**config.mk**
```make
export PLATFORM = sky130hd
export DESIGN_NAME = blink_mem_arb_flat
export DESIGN_NICKNAME = d
export VERILOG_FILES = /design/src/rtl/blink_mem_arb_if.sv /design/src/rtl/blink_mem_arb.sv /design/src/flat_wrapper.sv
export SDC_FILE = /design/constraint.sdc
export NUM_CORES = 1
export LEC_CHECK = 0
export ABC_CLOCK_PERIOD_IN_PS = 3200
export BUFFER_PORTS_ARGS = -buffer_cell sky130_fd_sc_hd__buf_4
export CORE_MARGIN = 8
export CORE_UTILIZATION = 40
export CTS_BUF_LIST = sky130_fd_sc_hd__clkbuf_4 sky130_fd_sc_hd__clkbuf_8
export DETAILED_ROUTE_END_ITERATION = 10
export GPL_TIMING_DRIVEN = 0
export PLACE_DENSITY = 0.79
export SETUP_SLACK_MARGIN = 0.3
export SLEW_MARGIN = 5
export SYNTH_ARGS = -nofsm -noshare
export SYNTH_HDL_FRONTEND = slang
export SYNTH_SLANG_ARGS = --single-unit
```
**constraint.sdc**
```tcl
create_clock -name mck -period 3.2 [get_ports mck]
set_input_delay 0.64 -clock mck [delete_from_list [all_inputs] [get_ports mck]]
set_output_delay 0.64 -clock mck [all_outputs]
set_load 0.05 [all_outputs]
```
**src/rtl/blink_mem_arb_if.sv**
```systemverilog
// Memory-arbiter bus bundle: CPU request, LCD fetch request and the shared memory port.
// The arbiter takes the slave view; the requesters/testbench take the master view.
interface blink_mem_arb_if #(
    parameter int unsigned AW = 22
);
    logic          cpu_req;
    logic          cpu_rd;
    logic [AW-1:0] cpu_addr;
    logic          lcd_req;
    logic [AW-1:0] lcd_addr;
    logic [7:0]    mdi;
    logic [AW-1:0] ma;
    logic          moe_n;
    logic          mwe_n;
    logic          wait_n;
    logic          lcd_ack;
    logic [7:0]    lcd_data;
    logic          lcd_busy;

    modport slave (
        input  cpu_req, cpu_rd, cpu_addr, lcd_req, lcd_addr, mdi,
        output ma, moe_n, mwe_n, wait_n, lcd_ack, lcd_data, lcd_busy
    );

    modport master (
        output cpu_req, cpu_rd, cpu_addr, lcd_req, lcd_addr, mdi,
        input  ma, moe_n, mwe_n, wait_n, lcd_ack, lcd_data, lcd_busy
    );
endinterface

```
**src/rtl/blink_mem_arb.sv**
```systemverilog
// Memory arbiter between the Z80 and the LCD fetcher. The CPU has priority
// unless the LCD has waited LCD_MAXWAIT cycles; CPU cycles are never aborted.
module blink_mem_arb #(
    parameter int unsigned AW          = 22,
    parameter int unsigned LCD_CYC     = 2,
    parameter int unsigned LCD_MAXWAIT = 8
) (
    input logic            mck,
    input logic            rin_n,
    blink_mem_arb_if.slave bus
);
    typedef enum logic [1:0] {StIdle, StCpu, StLcd} state_e;

    localparam logic [7:0] MaxWait = 8'(LCD_MAXWAIT);
    localparam logic [3:0] LcdLast = 4'(LCD_CYC - 1);

    state_e     r_state, w_state_nxt;
    logic [7:0] r_wcnt, w_wcnt_nxt;
    logic [3:0] r_lcnt, w_lcnt_nxt;
    logic [7:0] r_lcd_data, w_lcd_data_nxt;
    logic       r_ack, w_ack_nxt;
    logic       w_lreq;
    logic       w_sat;

    // The request is masked during the ack cycle so a slow requester cannot refetch.
    assign w_lreq = bus.lcd_req & ~r_ack;
    assign w_sat  = (r_wcnt == MaxWait);

    always_ff @(posedge mck or negedge rin_n) begin
        if (!rin_n) begin
            r_state    <= StIdle;
            r_wcnt     <= 8'd0;
            r_lcnt     <= 4'd0;
            r_lcd_data <= 8'h00;
            r_ack      <= 1'b0;
        end else begin
            r_state    <= w_state_nxt;
            r_wcnt     <= w_wcnt_nxt;
            r_lcnt     <= w_lcnt_nxt;
            r_lcd_data <= w_lcd_data_nxt;
            r_ack      <= w_ack_nxt;
        end
    end

    always_comb begin
        w_state_nxt    = r_state;
        w_lcnt_nxt     = r_lcnt;
        w_lcd_data_nxt = r_lcd_data;
        w_ack_nxt      = 1'b0;
        case (r_state)
            StIdle: begin
                if (w_lreq && (!bus.cpu_req || w_sat)) begin
                    w_state_nxt = StLcd;
                    w_lcnt_nxt  = 4'd0;
                end else if (bus.cpu_req) begin
                    w_state_nxt = StCpu;
                end
            end
            StCpu: begin
                if (!bus.cpu_req) begin
                    w_state_nxt = StIdle;
                end
            end
            StLcd: begin
                w_lcnt_nxt = r_lcnt + 4'd1;
                if (r_lcnt == LcdLast) begin
                    w_lcd_data_nxt = bus.mdi;
                    w_state_nxt    = StIdle;
                    w_ack_nxt      = 1'b1;
                end
            end
            default: w_state_nxt = StIdle;
        endcase
    end

    // Wait counter clears on LCD entry; otherwise it counts pending cycles and saturates.
    always_comb begin
        w_wcnt_nxt = r_wcnt;
        if (r_state == StIdle && w_state_nxt == StLcd) begin
            w_wcnt_nxt = 8'd0;
        end else if (w_lreq && r_state != StLcd && !w_sat) begin
            w_wcnt_nxt = r_wcnt + 8'd1;
        end
    end

    always_comb begin
        bus.ma    = '1;
        bus.moe_n = 1'b1;
        bus.mwe_n = 1'b1;
        case (r_state)
            StCpu: begin
                bus.ma    = bus.cpu_addr;
                bus.moe_n = ~bus.cpu_rd;
                bus.mwe_n = bus.cpu_rd;
            end
            StLcd: begin
                bus.ma    = bus.lcd_addr;
                bus.moe_n = 1'b0;
            end
            default: ;
        endcase
    end

    assign bus.wait_n   = ~(bus.cpu_req && r_state != StCpu);
    assign bus.lcd_busy = (r_state == StLcd);
    assign bus.lcd_ack  = r_ack;
    assign bus.lcd_data = r_lcd_data;

endmodule

```
**src/flat_wrapper.sv**
```systemverilog
// flat-port wrapper written by rule: the top's interface ports become plain ports
module blink_mem_arb_flat 
#(
    parameter int unsigned AW          = 22,
    parameter int unsigned LCD_CYC     = 2,
    parameter int unsigned LCD_MAXWAIT = 8
)
  (mck, rin_n, bus_cpu_req, bus_cpu_rd, bus_cpu_addr, bus_lcd_req, bus_lcd_addr, bus_mdi, bus_ma, bus_moe_n, bus_mwe_n, bus_wait_n, bus_lcd_ack, bus_lcd_data, bus_lcd_busy);
  blink_mem_arb_if #(.AW(AW)) bus_i ();
  input logic mck;
  input logic rin_n;
  input wire logic [$bits(bus_i.cpu_req)-1:0] bus_cpu_req;
  input wire logic [$bits(bus_i.cpu_rd)-1:0] bus_cpu_rd;
  input wire logic [$bits(bus_i.cpu_addr)-1:0] bus_cpu_addr;
  input wire logic [$bits(bus_i.lcd_req)-1:0] bus_lcd_req;
  input wire logic [$bits(bus_i.lcd_addr)-1:0] bus_lcd_addr;
  input wire logic [$bits(bus_i.mdi)-1:0] bus_mdi;
  output wire logic [$bits(bus_i.ma)-1:0] bus_ma;
  output wire logic [$bits(bus_i.moe_n)-1:0] bus_moe_n;
  output wire logic [$bits(bus_i.mwe_n)-1:0] bus_mwe_n;
  output wire logic [$bits(bus_i.wait_n)-1:0] bus_wait_n;
  output wire logic [$bits(bus_i.lcd_ack)-1:0] bus_lcd_ack;
  output wire logic [$bits(bus_i.lcd_data)-1:0] bus_lcd_data;
  output wire logic [$bits(bus_i.lcd_busy)-1:0] bus_lcd_busy;
  assign bus_i.cpu_req = bus_cpu_req;
  assign bus_i.cpu_rd = bus_cpu_rd;
  assign bus_i.cpu_addr = bus_cpu_addr;
  assign bus_i.lcd_req = bus_lcd_req;
  assign bus_i.lcd_addr = bus_lcd_addr;
  assign bus_i.mdi = bus_mdi;
  assign bus_ma = bus_i.ma;
  assign bus_moe_n = bus_i.moe_n;
  assign bus_mwe_n = bus_i.mwe_n;
  assign bus_wait_n = bus_i.wait_n;
  assign bus_lcd_ack = bus_i.lcd_ack;
  assign bus_lcd_data = bus_i.lcd_data;
  assign bus_lcd_busy = bus_i.lcd_busy;
  blink_mem_arb #(.AW(AW), .LCD_CYC(LCD_CYC), .LCD_MAXWAIT(LCD_MAXWAIT)) u_core (.mck(mck), .rin_n(rin_n), .bus(bus_i));
endmodule
```
Yosys cells after proc, flatten, opt, wreduce, memory -nomap -nowiden --
Index checks and enable logic that the tools add are counted.
Storage, ports and cells: output and inout bits 35, bits in registers 23, word-level logic and storage cells 46
Cells by class: add/subtract/negate cells 2, muxes and demuxes 14, bitwise logic cells 4, reduce and logical (&&, ||, !) cells 13, eq/ne operators 8
Operators by type and width (number):
- $pmux W22 S2 | 1
- $mux W8 | 2
- $add A8 B1 Y8 const B | 1
- $eq A8 B4 Y1 const B | 1
- $mux W2 | 4
- $pmux W4 S2 | 1
- $pmux W2 S3 | 1
- $logic_and A1 B1 Y1 | 5
- $add A4 B1 Y4 const B | 1
- $eq A2 B2 Y1 const B | 2
- $eq A4 B1 Y1 const B | 1
- $mux W4 | 1
- $ne A2 B1 Y1 const B | 2
- $reduce_and A2 Y1 | 2
- $reduce_bool A2 Y1 | 2
- $mux W1 | 3
- $not A1 Y1 | 3
- $eq A2 B1 Y1 const B | 1
- $logic_not A1 Y1 | 2
- $logic_not A2 Y1 | 1
- $ne A2 B2 Y1 const B | 1
- $pmux W1 S2 | 1
- $and A1 B1 Y1 | 1
- $logic_or A1 B1 Y1 | 1

Longest topological paths before layout --
word-level depth 8, mapped depth 7

Worst setup path after synthesis --
Ideal clock, no wire load.
kind register -> output, from register u_core.r_state[0], to output bus_ma[3], arrival 2.361 ns, stages on the path, launching flop included 8, path buffers 3, path slack 0.199 ns, cell sequence dfrtp_1 > inv_1 > ha_1 > clkbuf_1 > clkbuf_1 > buf_1 > a22oi_1 > nand2_1
On the way: word-level cells in the longest chain between the ends 2
RTL lines:
- start, declared | line blink_mem_arb.sv:17 | state_e r_state, w_state_nxt;
- start signal, assigned | line blink_mem_arb.sv:31 | r_state <= StIdle;
- start signal, assigned | line blink_mem_arb.sv:37 | r_state <= w_state_nxt;
- $eq A2 B2 Y1
- via bus_lcd_busy | line flat_wrapper.sv:24 | output wire logic [$bits(bus_i.lcd_busy)-1:0] bus_lcd_busy;
- $pmux W22 S2 | line blink_mem_arb.sv:90 | case (r_state)
- end, declared | line flat_wrapper.sv:18 | output wire logic [$bits(bus_i.ma)-1:0] bus_ma;
The timed path passes the listed nets, and every way through them passes these cells.

Worst setup path in the final report --
from register u_core.r_state[0], to output bus_ma[0]
On the way: word-level cells in the longest chain between the ends 2
RTL lines (line):
- $eq A2 B2 Y1 / $eq A2 B1 Y1 (equally long branches) | blink_mem_arb.sv:90
- $pmux W22 S2 (*) | blink_mem_arb.sv:90
Mark *: on every way between the ends. The rest lies on a longest branch, timed or not.

==> results_dict.tcl <==
set metrics [dict create \
    io_pins 92 \
    path_clk_slew_ns 0.08 \
    wl_met1_um 2137 \
    antenna_found_initial 0 \
    dr_wl_met2_um 3097 \
    slew_viol_final 0 \
    numCtsBuffers 3 \
    cts_num_sinks 23 \
    hpwl_um 4172 \
    track_usage_pct 15.64 \
    regArea_um2 575.6 \
    synth_compound_area_share_pct 24.52 \
    drc 0 \
    final_nets 339 \
    rr_worst_depth 6 \
    syn-num-nets 243 \
    final_hold_viol_count 0 \
    synth_seq_area_share_pct 35.58 \
    vias 1713 \
    die_h_um 79.60 \
    hp-class "input port to async pin" \
    path_class "flop to output port" \
    drt_iter0_markers 73 \
    max_stage_delay_ns 0.46 \
    cts_buffer_depth 2 \
    r2r_slack_ns 1.09 \
    cp-end-kind "output port" \
    synth_top_family_by_area "compound AO/OA/AOI/OAI gates" \
    crit_top_cell "buf_2" \
    antenna_cells 0 \
    synth_xor_area_share_pct 3.790 \
    path_cells "inv_1 -> ha_2 -> clkbuf_2 -> buf_2 -> buf_2 -> a22oi_1 -> nand2_1 -> buf_4" \
    vias_per_cell 5.303 \
    htreeDepth 1 \
    maxCapViolCount 0 \
    avgSynthCellArea_um2 9.089 \
    insertion_delay_ns 0.27 \
    arrival_ns 2.14 \
    synth_cells 178 \
    crit_required_ns 2.56 \
    skew_ns 0.003231 \
    place_ws_ns 0.2649 \
    period_minus_slack_ns 2.784 \
    relSlewSlack_pct 63.02 \
    ys_warn_count 0 \
    muxShareOfSynthArea_pct 6.806 \
    first_pass_iters 4 \
    port_buffers 91 \
    grt_pass1_vias 1636 \
    clock.fmax_mhz 359.3 \
    multiInputGateArea_um2 984.7 \
    area_growth_pct 49.57 \
    wl_per_cell_um 16.64 \
    grt_first_pass_wirelength_um 8059 \
    initial_core_util_pct 41.03 \
    fin_hold_ws_ns 0.2535 \
    worstSetupPathDepth 8 \
    grt_start_max_net_pins 24 \
    drt.antenna.violating_nets 0 \
    rows 23 \
    drive_gt1_share_pct 42.49 \
    tightestPinTransition_ns 0.5510 \
    setup_ws_ns 0.4165 \
    fillCellCount 344 \
    finalCritPeriodShare_pct 86.99 \
    synth-simple-area-share_pct 19.41 \
    critical_path.top_delay_family "buffers and inverters" \
    drt_wl_total_um 5376 \
    timing.critical_path.buf_inv 5 \
    coreArea_um2 3943 \
    dieArea_um2 6335 \
    worstPathMaxFanout 10 \
    finalSetupTns_ns 0 \
    die_x_um 79.60 \
    clock-root-buffer "clkbuf_8" \
    slowest_stage "dfrtp_1" \
    outcome "completed" \
    syn_area_um2 1618 \
    grt_overflow 0 \
    cts_tree "done" \
    setup_viol 0 \
    ys_types 41 \
    place.gp.congestion 0.8476 \
    cts_setup_buffers 0 \
    worstSetupStartpointType "flop" \
    highest_layer "met4" \
    cts_hold_buf 0 \
    rsz0062_at_grt "no" \
    ys_ff_latch 23 \
    synthAdderAreaFrac_pct 6.187 \
    met3_wirelength_um 81 \
]
[layer usage]
metal | track usage [%] | vias up
li1 | - | 841
met1 | 17.84 | 842
met2 | 29.10 | 26
met3 | 2.477 | 4
met4 | 4.074 | 0
met5 | 0 | -
[repair_timing]
action                                  CTS  global route
cloned                                    0             0
hold endpoints to repair                  0             0
resized for setup                         4             6
endpoints found under the setup margin   20            20
[worst reg2reg max path, stage by stage, from the launching register on]
cell and delay, ns:
dfrtp_1 0.43, inv_1 0.09, ha_1 0.13, or3b_1 0.43, a221o_1 0.36, a211oi_4 0.41
a21oi_1 0.14
[registers in the layout (all words and copies together) (netlist names)]
name and count:
u_core.r_state 2, u_core.r_lcnt 4, u_core.r_wcnt 8, u_core.bus.lcd_ack 1, u_core.bus.lcd_data 8
[kinds of logic (layout without fill, tap and decap cells)]
kind of cell,Yosys count,count (layout)
adder cells (fa/ha/maj),8,8
AO/OA/AOI/OAI,54,54
buffers and inverters,16,111
AND/OR/NAND/NOR,60,60
XOR/XNOR,7,7
flip-flops,23,23
multiplexers,10,10
[synthesized netlist by cell type]
cell	n	area [um2]
a221o_1	4	40.04
nand3b_1	3	22.52
a22oi_1	22	165.2
a21o_1	1	7.510
and4_1	1	8.760
xnor2_1	1	8.760
nand2b_1	7	43.79
nor2b_1	2	12.51
inv_1	7	26.28
or3b_1	1	8.760
and2_1	3	18.77
dfrtp_1	23	575.6
nor3_1	1	5.000
nor2_2	1	6.260
o21a_1	1	7.510
a211oi_4	1	20.02
a2bb2oi_1	1	8.760
o21ai_1	2	10.01
xor2_1	6	52.55
a22o_1	1	8.760
a21oi_1	11	55.05
nand3_1	5	25.02
and4bb_2	1	12.51
mux2_2	8	90.09
o31a_1	1	8.760
o21ai_0	4	20.02
buf_1	1	3.750
a221oi_1	1	8.760
or4_4	1	11.26
and3_1	1	6.260
o21ai_2	1	8.760
o211ai_1	1	7.510
nor3b_1	1	7.510
clkbuf_1	8	30.03
a32o_1	1	10.01
nor2_1	6	22.52
mux2i_1	2	20.02
ha_1	8	100.1
nand4_1	2	12.51
o21ba_2	1	10.01
nand2_1	24	90.09
[layout make-up]
cell class                      count  share of cell area [%]
Buffer                              9                   1.706
Clock buffer                        3                   1.706
Clock inverter                      1                  0.2068
Inverter                            7                   1.086
Multi-Input combinational cell    139                   40.69
Sequential cell                    23                   23.78
Tap cell                           50                   2.585
Timing Repair Buffer               91                   28.23
[worst paths after layout]
| check | from | end |
|---|---|---|
| worst max-delay path | u_core.r_state[0] | bus_ma[0] |
| worst min register to register | u_core.bus.lcd_data[5] | u_core.bus.lcd_data[5] |
| min in group mck | u_core.bus.lcd_data[5] | u_core.bus.lcd_data[5] |
| max in group asynchronous | rin_n | u_core.r_lcnt[0] |
| worst max register to register | u_core.r_lcnt[1] | u_core.r_wcnt[2] |
| worst min-delay path | rin_n | u_core.bus.lcd_data[0] |
[metrics by stage]
stage	instance area, um2	util, %	std cells
floorplan	1620	-	178
global placement	2366	60.01	319
detailed placement	2366	60.01	319
CTS	2417	61.31	323
global route	2420	61.38	323
finish	2420	61.38	323
[cell usage in the layout, fill, tap and decap left out, types with 2 or more instances in the layout]
master | netlist | final
buf_2 | 0 | 3
and2_1 | 3 | 3
inv_1 | 7 | 7
clkbuf_2 | 0 | 3
clkbuf_8 | 0 | 3
mux2i_1 | 2 | 2
nand2b_1 | 7 | 7
mux2_2 | 8 | 8
xor2_1 | 6 | 6
nand3b_1 | 3 | 3
a221o_1 | 4 | 4
ha_1 | 8 | 7
o21ai_0 | 4 | 4
buf_4 | 0 | 91
nand3_1 | 5 | 5
o21ai_1 | 2 | 2
nor2_1 | 6 | 6
nand2_1 | 24 | 24
dfrtp_1 | 23 | 23
nand4_1 | 2 | 2
nor2b_1 | 2 | 2
a21oi_1 | 11 | 11
clkbuf_1 | 8 | 3
a22oi_1 | 22 | 22
Power is left out: the tool's default activity adds up to more than one toggle a clock period on the data nets, which glitch-free logic cannot reach.
